<file path="config.mk">
export PLATFORM = sky130hd
export DESIGN_NAME = lc3b_mem_access_unit
export DESIGN_NICKNAME = d
export VERILOG_FILES = /design/src/rtl/lc3b_types_pkg.sv /design/src/rtl/lc3b_byte_lane.sv /design/src/rtl/lc3b_mem_access_unit.sv
export SDC_FILE = /design/constraint.sdc
export NUM_CORES = 1
export LEC_CHECK = 0
export ABC_AREA = 0
export BUFFER_PORTS_ARGS = -buffer_cell sky130_fd_sc_hd__buf_2
export CAP_MARGIN = 40
export CORE_ASPECT_RATIO = 0.9
export CORE_MARGIN = 2
export CORE_UTILIZATION = 49
export DETAILED_ROUTE_END_ITERATION = 10
export PLACE_DENSITY = 0.87
export SKIP_CTS_REPAIR_TIMING = 1
export SLEW_MARGIN = 20
export SYNTH_ARGS = -nofsm -noshare
export SYNTH_HDL_FRONTEND = slang
export SYNTH_SLANG_ARGS = --single-unit
</file>
<file path="constraint.sdc">
create_clock -name clk -period 2.05 [get_ports clk]
set_input_delay 0.41 -clock clk [delete_from_list [all_inputs] [get_ports clk]]
set_output_delay 0.41 -clock clk [all_outputs]
set_load 0.005 [all_outputs]
</file>
<file path="src/rtl/lc3b_types_pkg.sv">
// lc3b_types: shared LC-3b word, write-mask and memory-op types
package lc3b_types;
  typedef logic [15:0] lc3b_word;
  typedef logic [1:0] lc3b_mem_wmask;
  typedef enum logic [2:0] {
    mop_ldr = 3'd0,
    mop_ldb = 3'd1,
    mop_ldi = 3'd2,
    mop_str = 3'd3,
    mop_stb = 3'd4,
    mop_sti = 3'd5
  } lc3b_memop;
  function automatic logic is_store(input logic [2:0] op);
    return op == mop_str || op == mop_stb || op == mop_sti;
  endfunction
  function automatic logic is_ind(input logic [2:0] op);
    return op == mop_ldi || op == mop_sti;
  endfunction
  function automatic logic is_known(input logic [2:0] op);
    return op <= 3'd5;
  endfunction
  function automatic logic is_byte(input logic [2:0] op);
    return op == mop_ldb || op == mop_stb;
  endfunction
endpackage

</file>
<file path="src/rtl/lc3b_byte_lane.sv">
// lc3b_byte_lane: byte-lane write replication, write mask and load-byte extraction
module lc3b_byte_lane
  import lc3b_types::*;
#(
  parameter logic LDB_SEXT = 1'b0
) (
  input  logic [2:0]  op,
  input  logic        addr0,
  input  logic [15:0] wdata,
  input  logic [15:0] rdata,
  output logic [15:0] lane_wdata,
  output logic [1:0]  wmask,
  output logic [15:0] load_data
);
  logic byte_op;
  logic [7:0] b;
  assign byte_op = is_byte(op);
  assign b = addr0 ? rdata[15:8] : rdata[7:0];
  assign lane_wdata = byte_op ? {2{wdata[7:0]}} : wdata;
  assign wmask = !byte_op ? 2'b11 : addr0 ? 2'b10 : 2'b01;
  assign load_data = !byte_op ? rdata : {{8{LDB_SEXT & b[7]}}, b};
endmodule

</file>
<file path="src/rtl/lc3b_mem_access_unit.sv">
// lc3b_mem_access_unit: multicycle LC-3b load/store stage with LDI/STI indirection
module lc3b_mem_access_unit
  import lc3b_types::*;
#(
  parameter logic LDB_SEXT = 1'b0
) (
  input  logic        clk,
  input  logic        reset_n,
  input  logic        req_valid,
  output logic        req_ready,
  input  logic [2:0]  req_op,
  input  logic [15:0] req_addr,
  input  logic [15:0] req_wdata,
  output logic        rsp_valid,
  output logic [15:0] rsp_data,
  output logic [15:0] mem_address,
  output logic        mem_read,
  output logic        mem_write,
  output logic [1:0]  mem_wmask,
  output logic [15:0] mem_wdata,
  input  logic [15:0] mem_rdata,
  input  logic        mem_resp
);
  localparam logic [1:0] S_IDLE = 2'd0, S_IND = 2'd1, S_ACCESS = 2'd2, S_DONE = 2'd3;
  logic [1:0] state;
  logic [2:0] op;
  lc3b_word addr, wdata, lane_wdata, load_data;
  lc3b_mem_wmask lane_wmask;
  logic hit;
  lc3b_byte_lane #(.LDB_SEXT(LDB_SEXT)) u_lane (
    .op(op), .addr0(addr[0]), .wdata(wdata), .rdata(mem_rdata),
    .lane_wdata(lane_wdata), .wmask(lane_wmask), .load_data(load_data)
  );
  assign hit = (mem_read | mem_write) & mem_resp;
  assign mem_address = is_byte(op) ? addr : {addr[15:1], 1'b0};
  assign mem_wmask = mem_write ? lane_wmask : 2'b00;
  assign mem_wdata = mem_write ? lane_wdata : 16'h0;
  // strobes rise one cycle after entering IND/ACCESS and drop on the edge after resp
  always_ff @(posedge clk) begin
    if (!reset_n) begin
      state <= S_IDLE;
      op <= '0;
      addr <= '0;
      wdata <= '0;
      req_ready <= 1'b0;
      rsp_valid <= 1'b0;
      rsp_data <= '0;
      mem_read <= 1'b0;
      mem_write <= 1'b0;
    end else begin
      rsp_valid <= state == S_DONE;
      case (state)
        S_IDLE: begin
          req_ready <= 1'b1;
          if (req_valid && req_ready) begin
            op <= req_op;
            addr <= req_addr;
            wdata <= req_wdata;
            req_ready <= 1'b0;
            state <= is_ind(req_op) ? S_IND : is_known(req_op) ? S_ACCESS : S_DONE;
            if (!is_known(req_op)) rsp_data <= '0;
          end
        end
        S_IND: begin
          if (hit) begin
            addr <= {mem_rdata[15:1], 1'b0};
            mem_read <= 1'b0;
            state <= S_ACCESS;
          end else mem_read <= 1'b1;
        end
        S_ACCESS: begin
          if (hit) begin
            if (!is_store(op)) rsp_data <= load_data;
            mem_read <= 1'b0;
            mem_write <= 1'b0;
            state <= S_DONE;
          end else begin
            mem_read <= !is_store(op);
            mem_write <= is_store(op);
          end
        end
        default: begin
          state <= S_IDLE;
          req_ready <= 1'b1;
        end
      endcase
    end
  end
endmodule

</file>
==> results.yml <==
run_status:
  status: "finished, final reports clean"
die:
  start_util: 0.508
  ioPinCount: 109
  rows: 26
  die_x_um: 84.8
  die_y_um: 76.7
  die_area_mm2: 0.00650
  core_area_mm2: 0.00566
clocking:
  cts.sinks: 57
  cts.htree.levels: 3
  cts_tree: "built"
  clk_path_buf_depth: 2
  path_clk_slew_ns: 0.07
  root_buffer: "clkbuf_8"
  clk-insertion-delay-late_ns: 0.33
  cts_buffers: 9
sta:
  finalCriticalPeriod_ns: 1.91
  setup_violations: 0
  max_clock_freq_mhz: 523
  tightest_slew_ns: 0.512
  report.final.slew_viol_count: 0
  rsz0062_at_grt: "false"
  worst_slack_ns: 0.136
  setup_tns_ns: 0
  slew_headroom: 0.657
  finalHoldViolations: 0
  finClkSkew_ns: 0.00646
  period_share: 0.933
layout:
  areaGrowthSynthToFinish_pct: 29.3
  final_core_util: 0.657
  drive_above_1_share: 0.316
  nFillCells: 490
  layout.cells.non_filler: 523
  fin_nets: 508
  diodes: 0
power_and_ir_drop:
  p_int_w: 0.00261
  swShare: 0.366
  power_density_mw_per_mm2: 1110
  peakVddDrop_mv: 0.796
  leakage_nw: 1.80
  clkPwrFrac: 0.234
  total_power_w: 0.00412
  power.switching_w: 0.00151
  seqPwrFrac: 0.370
  combPwrFrac: 0.396
setup_path:
  slowest_stage: "dfxtp_2"
  cp.required_ns: 1.64
  crit_family: "flip-flops"
  worstPathArrival_ns: 1.50
  critPathKind: "reg2out"
  cp-end-kind: "primary output"
  slowest_delay_ns: 0.36
  path_buf_inv: 2
  worstPathCellList: "xnor2_2 -> buf_4 -> o21ai_0 -> a21boi_1 -> buf_2"
  r2r_slack_ns: 0.17
  worst-path-max-fanout: 12
  critPathLaunchType: "register"
synth:
  syn_nets: 398
  ys_seq_area_frac: 0.397
  netlist_area_mm2: 0.00288
  yosys.area.top_type: "dfxtp_1"
  synth-warning-count: 0
  synth-seq-cells: 57
  synth.top_cells.by_area: "dfxtp_1 40%, nand2_1 11%, mux2i_1 8.7%"
  synth_flop_cell: "dfxtp_1"
  syn_area_per_cell_um2: 8.49
  synth_edf_count: 0
  synth_cell_types: 39
  async_flop_share: 0
  yosysMostFrequentCell: "nand2_1"
  synth_cells: 339
  synth_top_area_share: 0.397
  synth_common_cells: "83 x nand2_1, 57 x dfxtp_1, 31 x a21boi_0"
global_route:
  grt_pass1_vias: 2619
  antenna_found_initial: 0
  grt_max_degree: 32
  grt_pass1_wl_mm: 12.5
  grt_usage: 0.238
  grt_overflow: 0
worst_hold_path:
  hp-class: "in2reg"
detailed_routing:
  first_pass_iters: 5
  postRouteAntennaNets: 0
  drc: 0
  via_per_inst: 5.34
  drt_wl_total_mm: 7.80
  num_vias: 2791
  drt_iter0_markers: 207
  wl_per_cell_um: 14.9
placement:
  dp_slack_ns: 0.227
  placed_cells: 508
  port_buffers: 108
  place_congestion: 0.889
  dp_hpwl_mm: 5.67
job:
  cap_violations: 0
## placed cells by master (no fill, tap or decap), types with 3 or more instances in the layout
master / Yosys / layout
a211oi_1: 8 / 8
a21boi_1: 8 / 10
buf_4: 0 / 13
nand2b_1: 4 / 4
buf_2: 1 / 108
inv_1: 5 / 5
a21boi_0: 31 / 29
nor2b_1: 3 / 3
o21a_1: 7 / 7
dfxtp_2: 0 / 3
and2_1: 10 / 10
dfxtp_1: 57 / 54
nand3_1: 9 / 9
mux2i_1: 25 / 25
o21ai_0: 17 / 17
ha_1: 4 / 4
nor2_1: 6 / 6
o211a_1: 16 / 16
nand2_1: 83 / 83
clkbuf_8: 0 / 12
## state kept, by name, summed over array words and instances, names as in the netlist
signal	count
op	3
addr	16
rsp_data	16
req_ready	1
rsp_valid	1
state	2
wdata	16
mem_read	1
mem_write	1
## worst register-to-register path: stages (launching register included)
cell and delay [ns]:
dfxtp_1 0.36, inv_1 0.10, ha_1 0.32, inv_1 0.14
mux2i_1 0.27, nand2_1 0.35, mux2i_1 0.21
## kinds of logic (layout without fill, tap and decap cells)
logic type	Yosys count	in the layout	share of synthesized area
flops	57	57	0.397
mux	25	25	0.0870
fa+ha+maj	4	4	0.0174
xor+xnor	2	2	0.00609
buf+inv	28	142	0.0396
compound gates	98	98	0.260
simple gates	125	125	0.194
## area by class of cell
class	instances	area (µm²)	area share
Inverter	5	18.8	0.00504
Sequential cell	57	1140	0.308
Clock inverter	2	12.5	0.00336
Multi-Input combinational cell	254	1630	0.438
Timing Repair Buffer	122	658	0.177
Tap cell	70	87.6	0.0235
Clock buffer	13	169	0.0454
## worst paths after layout
kind,startpoint,endpoint,cells past startpoint
hold / removal,req_wdata[6],wdata[6]$_SDFFE_PN0P_,3
setup reg to reg,state[0]$_SDFFE_PN0P_,rsp_data[8]$_SDFFE_PN0P_,6
hold reg to reg,rsp_data[10]$_SDFFE_PN0P_,rsp_data[10]$_SDFFE_PN0P_,2
setup / recovery,op[2]$_SDFFE_PN0P_,mem_wdata[13],5
## routing by layer
| layer | global-route usage | wire, µm | part of all wire |
|---|---|---|---|
| met5 | 0 | 0 | 0 |
| met4 | 0.102 | 174 | 0.022 |
| met3 | 0.0388 | 440 | 0.056 |
| met2 | 0.385 | 3790 | 0.49 |
| met1 | 0.315 | 3390 | 0.43 |
## power groups by stage
| stage | Clock, W | Sequential (W) | Combinational (W) |
|---|---|---|---|
| floorplan | 0 | 0.00152 | 0.00106 |
| global placement | 0 | 0.00152 | 0.00156 |
| detailed placement | 0 | 0.00153 | 0.00161 |
| CTS | 0.000980 | 0.00151 | 0.00163 |
| global route | 0.00102 | 0.00156 | 0.00180 |
| finish | 0.000966 | 0.00152 | 0.00163 |
## stage by stage
step	instance area, µm²	hold slack [ns]
3_5_place_dp	3530	0.451
4_1_cts	3710	0.318
6_report	3720	0.321
2_1_floorplan	2880	0.440
5_1_grt	3720	0.324
3_3_place_gp	3530	0.444
Power figures use the tool's default switching activity.
